### src/rtl/count_date.sv
// Day/month calendar stage: BCD day and month counters advanced by en_day or manual adjust.
// Define COUNT_DATE_LEAP_EN to let leap_year select a 29-day February; otherwise February is 28 days.
module count_date #(
   parameter int DIG_W = 4
) (
   input  logic             clk,
   input  logic             rst_n,
   input  logic             en_day,
   input  logic             up,
   input  logic             down,
   input  logic             sel,
   input  logic             leap_year,
   output logic [DIG_W-1:0] day_unit,
   output logic [DIG_W-1:0] day_ten,
   output logic [DIG_W-1:0] mon_unit,
   output logic [DIG_W-1:0] mon_ten,
   output logic             en_yr
);

   logic [DIG_W-1:0] day_unit_q, day_ten_q, mon_unit_q, mon_ten_q;
   logic [DIG_W-1:0] day_unit_d, day_ten_d, mon_unit_d, mon_ten_d;
   logic             en_yr_q, en_yr_d;

   logic [4:0] day_cur, day_nxt, mlen_cur, mlen_nxt;
   logic [3:0] mon_cur, mon_nxt;
   logic       leap_eff;

`ifdef COUNT_DATE_LEAP_EN
   assign leap_eff = leap_year;
`else
   // leap_year stays on the port but cannot influence February in this build
   assign leap_eff = leap_year & 1'b0;
`endif

   function automatic logic [4:0] month_len(input logic [3:0] m, input logic leap);
      logic [4:0] len;
      case (m)
         4'd4, 4'd6, 4'd9, 4'd11: len = 5'd30;
         4'd2:                    len = leap ? 5'd29 : 5'd28;
         default:                 len = 5'd31;
      endcase
      return len;
   endfunction

   assign day_cur  = 5'(day_ten_q) * 5'd10 + 5'(day_unit_q);
   assign mon_cur  = 4'(mon_ten_q) * 4'd10 + 4'(mon_unit_q);
   assign mlen_cur = month_len(mon_cur, leap_eff);

   always_comb begin
      day_nxt  = day_cur;
      mon_nxt  = mon_cur;
      mlen_nxt = mlen_cur;
      en_yr_d  = 1'b0;
      if (en_day) begin
         // a day beyond the month length (leap flag dropped on 29/02) also rolls over
         if (day_cur < mlen_cur) begin
            day_nxt = day_cur + 5'd1;
         end else begin
            day_nxt = 5'd1;
            if (mon_cur == 4'd12) begin
               mon_nxt = 4'd1;
               en_yr_d = 1'b1;
            end else begin
               mon_nxt = mon_cur + 4'd1;
            end
         end
      end else if (up ^ down) begin
         if (!sel) begin
            if (up) begin
               day_nxt = (day_cur >= mlen_cur) ? 5'd1 : day_cur + 5'd1;
            end else begin
               day_nxt = (day_cur <= 5'd1) ? mlen_cur : day_cur - 5'd1;
            end
         end else begin
            if (up) begin
               mon_nxt = (mon_cur == 4'd12) ? 4'd1 : mon_cur + 4'd1;
            end else begin
               mon_nxt = (mon_cur == 4'd1) ? 4'd12 : mon_cur - 4'd1;
            end
            mlen_nxt = month_len(mon_nxt, leap_eff);
            if (day_cur > mlen_nxt) begin
               day_nxt = mlen_nxt;
            end
         end
      end
      day_ten_d  = DIG_W'(day_nxt / 5'd10);
      day_unit_d = DIG_W'(day_nxt % 5'd10);
      mon_ten_d  = DIG_W'(mon_nxt / 4'd10);
      mon_unit_d = DIG_W'(mon_nxt % 4'd10);
   end

   always_ff @(posedge clk or negedge rst_n) begin
      if (!rst_n) begin
         day_unit_q <= DIG_W'(1);
         day_ten_q  <= '0;
         mon_unit_q <= DIG_W'(1);
         mon_ten_q  <= '0;
         en_yr_q    <= 1'b0;
      end else begin
         day_unit_q <= day_unit_d;
         day_ten_q  <= day_ten_d;
         mon_unit_q <= mon_unit_d;
         mon_ten_q  <= mon_ten_d;
         en_yr_q    <= en_yr_d;
      end
   end

   assign day_unit = day_unit_q;
   assign day_ten  = day_ten_q;
   assign mon_unit = mon_unit_q;
   assign mon_ten  = mon_ten_q;
   assign en_yr    = en_yr_q;

endmodule

### config.mk
export PLATFORM = sky130hd
export DESIGN_NAME = count_date
export DESIGN_NICKNAME = d
export VERILOG_FILES = /design/src/rtl/count_date.sv
export SDC_FILE = /design/constraint.sdc
export NUM_CORES = 1
export LEC_CHECK = 0
export ABC_AREA = 1
export CORE_AREA = 2 2 63 65
export CTS_CLUSTER_DIAMETER = 80
export DETAILED_ROUTE_END_ITERATION = 12
export DIE_AREA = 0 0 65 67
export GPL_TIMING_DRIVEN = 0
export PLACE_DENSITY = 0.83
export SYNTH_ARGS = -nofsm -noshare
export SYNTH_HDL_FRONTEND = slang
export SYNTH_SLANG_ARGS = --single-unit
### constraint.sdc
create_clock -name clk -period 3.77 [get_ports clk]
set_input_delay 0.5655 -clock clk [delete_from_list [all_inputs] [get_ports clk]]
set_output_delay 0.5655 -clock clk [all_outputs]
set_load 0.01 [all_outputs]
==> impl_metrics.toml, run 1 <==
[status]
outcome = "finished, violations left"
violations = "setup timing"

[sta]
min_period_ps = 3950
fin_skew_ps = 3.23
tns_ps = -620
slew_headroom = 0.630
grt_setup_unrepaired = "yes"
hold_viol_final = 0
setup_viol = 4
timing.fmax_mhz = 253
worstMarginPinSlew_ps = 553
worst_slack_ps = -183
period_share = 1.05
maxSlewViolCount = 0

[setup_path]
r2r-start = "mon_ten[0]"
worst_ep_arrival_time_ps = 4080
endpoint_kind = "flop"
crit_slowest_cell = "dfrtp_2"
crit_required_ps = 3900
cp_max_fo = 5
slowest_delay_ps = 420
rrSetupSlack_ps = -180
path_class = "reg -> reg"
rr_worst_depth = 30
rr_endpoint = "day_unit[2]"
critPathLaunchType = "flop"

[die]
die_area_sq_um = 4360
die_w_microns = 65
core_region_area_sq_um = 3610
die_h_microns = 67
start_util = 0.504
rows = 22
io_pins = 24

[grt]
grt_pass1_vias = 1913
grt_overflow = 0
grt_usage = 0.245
grt_pass1_wl_microns = 8470
grt_antenna_before_repair = 0
grt_max_degree = 13

[job]
drv_cap = 0

[place]
hpwlAfterDp_microns = 3420
portBuffers = 17
gp_congestion = 0.949

[clock_network]
cts_sinks = 12
cts_tree = "done"
clk_latency_ps = 240
hold_buffers = 0
htree_levels = 1
clk_pin_slew_worst_paths_ps = 50
numCtsBuffers = 3
cts-root-buf = "clkbuf_8"
clk_path_buf_depth = 2

[routing]
dr.first_iter.drc_count = 169
firstDrtPassIters = 5
wl_microns = 5780
wl_per_cell_microns = 15.3
vias = 2131
viasPerCell = 5.65
remaining_drc_errors = 0
ant_nets = 0

[synth]
netlist_area_sq_um = 1820
yosys.area.top_type = "nand2_1"
ys.flop_type = "dfrtp_1"
synth.avg_cell_area_sq_um = 6.45
synth_top_area_frac = 0.175
ys_top_cells_by_area = "nand2_1, ha_1, dfrtp_1"
postSynth.asyncResetShare = 1.00
yosys_warnings = 0
netlist-cell-type-count = 35
ys_seq_elements = 12
synth_edf_count = 0
ys_seq_area_frac = 0.167
synth_cells = 282

[cells_and_area]
insertedDiodeCount = 0
synthToLayoutAreaGrowth_pct = 45.4
drive_above_1_share = 0.347
nNetsFinal = 360

[min_path]
worstHoldPathType = "in -> async"
==> worst max path at each step <==
| stage | slack (ps) | endpoint | start |
|---|---|---|---|
| 4_1_cts | 7 | day_unit[2] | mon_ten[0] |
| 3_5_place_dp | -440 | day_unit[2] | up |
| 6_report | -180 | day_unit[2] | mon_ten[0] |
| 5_1_grt | -420 | day_unit[2] | mon_unit[1] |
| 2_1_floorplan | 9 | day_unit[2] | mon_ten[0] |
| 3_3_place_gp | -380 | day_unit[2] | up |
==> final cells by class <==
class | count | area, sq um
Timing Repair Buffer | 39 | 338
Tap cell | 48 | 60.1
Clock buffer | 4 | 55.1
Sequential cell | 12 | 304
Fill cell | 249 | 962
Buffer | 7 | 56.3
Multi-Input combinational cell | 222 | 1650
Inverter | 45 | 183
==> sequential cells by signal, indices dropped and copies added (netlist names) <==
register / flops
mon_unit: 4
en_yr: 1
day_ten: 2
mon_ten: 1
day_unit: 4
==> timing repair <==
item	4_1_cts	5_1_grt
cloned	0	0
pin swaps	25	28
setup endpoints to repair	4	4
resized for setup	42	40
setup buffers	15	7
==> cells by family (layout without fill, tap and decap cells) <==
family | count (synthesis) | after routing | synth area share
AOI/OAI and AO/OA | 32 | 32 | 0.108
DFF | 12 | 12 | 0.167
and+or+nand+nor | 152 | 152 | 0.378
other | 1 | 5 | 0.00206
xor gates and xnor gates | 10 | 10 | 0.0626
buffers and inverters | 52 | 95 | 0.120
adders and majority gates | 23 | 23 | 0.162
==> metal layers <==
layer  vias up  part of all wire  track usage
li1        985                 -            -
met1       966              0.37        0.290
met2       141              0.50        0.461
met3        39             0.080       0.0152
met4         0             0.051       0.0904
met5         -                 0            0
==> cell usage in the layout, fill, tap and decap left out, types with 3 or more instances in the layout <==
cell              n
buf_4            26
nand3_2           8
ha_1             14
a21oi_2           4
o21ai_0           8
clkbuf_8          5
conb_1            5
inv_2             7
nand2_4          14
nor2_2            4
o211ai_1          5
ha_4              8
nand3_1          25
a21oi_1          10
xnor2_1           3
nand2_1          65
nor2_1            8
xor2_2            3
xor2_1            3
nand2_2          17
clkdlybuf4s50_1  16
inv_1            34
nand3_4           5
dfrtp_1           9
==> through the flow <==
| step | util | worst slack, ps | area [sq um] | cells | hold slack [ps] |
|---|---|---|---|---|---|
| 2_1_floorplan | - | 8.93 | 1850 | 286 | 270 |
| 3_3_place_gp | 0.576 | -378 | 2080 | 351 | 657 |
| 5_1_grt | 0.733 | -423 | 2640 | 377 | 707 |
| 6_report | 0.733 | -183 | 2640 | 377 | 678 |
| 4_1_cts | 0.662 | 6.83 | 2390 | 370 | 665 |
| 3_5_place_dp | 0.576 | -442 | 2080 | 351 | 671 |
==> critical path: cells and delay by family, from the launching register on <==
family,cells,cell delay (ps)
compound gates,2,260
fa+ha+maj,4,890
buf+inv,7,680
flops,1,420
simple gates,17,1620
==> synth_stat cells (2+ instances only) <==
cell	number
nand2_1	85
inv_1	42
inv_2	2
nor2_2	3
dfstp_2	2
xnor2_1	3
nand2_2	10
o21ai_0	8
o211ai_1	5
a21oi_2	3
nand3_1	36
a21oi_1	11
xor2_1	5
nor2_1	11
buf_4	5
dfrtp_1	10
nand4_1	2
ha_1	22
Power of run 1 is left out: the tool's default activity adds up to more than one toggle a clock period on the data nets, which glitch-free logic cannot reach.
==> inputs of run 2 (changes only) <==
--- a/config.mk
+++ b/config.mk
@@ -12,6 +12,7 @@
 export DIE_AREA = 0 0 65 67
 export GPL_TIMING_DRIVEN = 0
 export PLACE_DENSITY = 0.83
+export RECOVER_POWER = 100
 export SYNTH_ARGS = -nofsm -noshare
 export SYNTH_HDL_FRONTEND = slang
 export SYNTH_SLANG_ARGS = --single-unit
==> run 2 against run 1 <==
Effect of this change: the run still ends with setup timing left; count of clock-buffer cells in the layout stayed put; first-iteration DRC count did not move; utilization unchanged; clock skew unchanged; worst hold slack improved by 70 ps; non-clock buffer count unchanged; cell area did not move; critical path depth unchanged; via count did not move; fmax barely moved; setup slack hardly changed; wire length about the same; critical path type unchanged.
==> impl_metrics.toml, run 2 (synthesis results as in run 1) <==
[sta]
hold_viol_final = 0
slew_headroom = 0.630
period_share = 1.05
setup_viol = 4
maxSlewViolCount = 0
worstMarginPinSlew_ps = 553
tns_ps = -620
timing.fmax_mhz = 253
grt_setup_unrepaired = "yes"
worst_slack_ps = -183
fin_skew_ps = 3.23
min_period_ps = 3950

[clock_network]
hold_buffers = 0
cts-root-buf = "clkbuf_8"
cts_sinks = 12
cts_tree = "done"
clk_path_buf_depth = 2
htree_levels = 1
clk_latency_ps = 240
numCtsBuffers = 3
clk_pin_slew_worst_paths_ps = 50

[setup_path]
path_class = "reg -> reg"
cp_num_buf_inv = 7
critPathLaunchType = "flop"
endpoint_kind = "flop"
cp_top_family = "simple AND/OR/NAND/NOR gates"
crit_required_ps = 3900
cp_max_fo = 5
slowest_delay_ps = 420
crit_slowest_cell = "dfrtp_2"
worst_ep_arrival_time_ps = 4080

[cells_and_area]
drive_above_1_share = 0.347
seq_area_sq_um = 304
nNetsFinal = 360
final_util = 0.733
multi_input_comb_area_sq_um = 1650
insertedDiodeCount = 0
layout_commonest_cell = "nand2_1"
synthToLayoutAreaGrowth_pct = 45.4
fillCellCount = 249
final_cell_mix = "nand2_1, inv_1, buf_4"

[routing]
wl_microns = 5780
firstDrtPassIters = 5
viasPerCell = 5.65
ant_nets = 0
wl_per_cell_microns = 15.3
dr.first_iter.drc_count = 169
remaining_drc_errors = 0
vias = 2131

[grt]
grt_max_degree = 13
grt_pass1_vias = 1913
grt_pass1_wl_microns = 8470
grt_antenna_before_repair = 0
grt_overflow = 0
grt_usage = 0.245

[status]
violations = "setup timing"
outcome = "finished, violations left"

[place]
portBuffers = 17
hpwlAfterDp_microns = 3420
gp_congestion = 0.949

[job]
drv_cap = 0

[die]
core_region_area_sq_um = 3610
die_w_microns = 65
die_area_sq_um = 4360
die_h_microns = 67
io_pins = 24
start_util = 0.504
rows = 22

[min_path]
worstHoldPathType = "in -> async"
-- run 2: changes by cell type in the layout (fill, tap and decap cells not counted) --
cell / change
clkdlybuf4s50_1: -10
dlygate4sd3_1: +10
-- run 2: worst register-to-register path: cells and delay by family (launching register included) --
kind / cells / cell delay, ps
compound gates: 2 / 260
fa+ha+maj: 4 / 890
buf+inv: 7 / 680
flops: 1 / 420
simple gates: 17 / 1620
-- run 2: cell type report --
class                           instances  share of cell area
Tap cell                               48              0.0227
Buffer                                  7              0.0213
Clock buffer                            4              0.0208
Multi-Input combinational cell        222               0.623
Sequential cell                        12               0.115
Timing Repair Buffer                   39               0.128
Inverter                               45              0.0691
-- run 2: per-layer routing --
| layer | vias up | share of wire | track usage |
|---|---|---|---|
| li1 | 985 | - | - |
| met1 | 966 | 0.37 | 0.290 |
| met2 | 141 | 0.50 | 0.461 |
| met3 | 39 | 0.080 | 0.0152 |
| met4 | 0 | 0.051 | 0.0904 |
| met5 | - | 0 | 0 |
-- run 2: repair_timing --
item | 4_1_cts | 5_1_grt
gates resized for setup | 42 | 40
pin swaps | 25 | 28
endpoints found under the setup margin | 4 | 4
setup buffers | 15 | 7
-- run 2: path summary, 6_finish.rpt --
check,slack [ps],cells after the start,startpoint,endpoint
max in group asynchronous,2630,1,rst_n,mon_ten[0]
hold / removal,750,1,rst_n,day_ten[0]
setup / recovery,-180,30,mon_ten[0],day_unit[2]
hold reg to reg,750,4,day_unit[0],day_unit[0]
setup reg to reg,-180,30,mon_ten[0],day_unit[2]
min in group clk,750,4,day_unit[0],day_unit[0]
-- run 2: metrics by stage --
| stage | cell area (sq um) | setup slack (ps) | cells | hold WS (ps) |
|---|---|---|---|---|
| after floorplan | 1850 | 8.93 | 286 | 270 |
| after global placement | 2080 | -378 | 351 | 657 |
| after detailed placement | 2080 | -442 | 351 | 671 |
| after CTS | 2390 | 6.83 | 370 | 665 |
| after global routing | 2640 | -423 | 377 | 776 |
| final | 2640 | -183 | 377 | 748 |
Power of run 2 is left out for the same reason.
==> inputs of run 3 (changes only) <==
--- a/config.mk
+++ b/config.mk
@@ -13,6 +13,7 @@
 export GPL_TIMING_DRIVEN = 0
 export PLACE_DENSITY = 0.83
 export RECOVER_POWER = 100
+export SLEW_MARGIN = 0
 export SYNTH_ARGS = -nofsm -noshare
 export SYNTH_HDL_FRONTEND = slang
 export SYNTH_SLANG_ARGS = --single-unit
==> results of run 3 <==
The final DEF is identical to that of run 2; final timing and power are the same.
Power of run 3 is left out for the same reason.
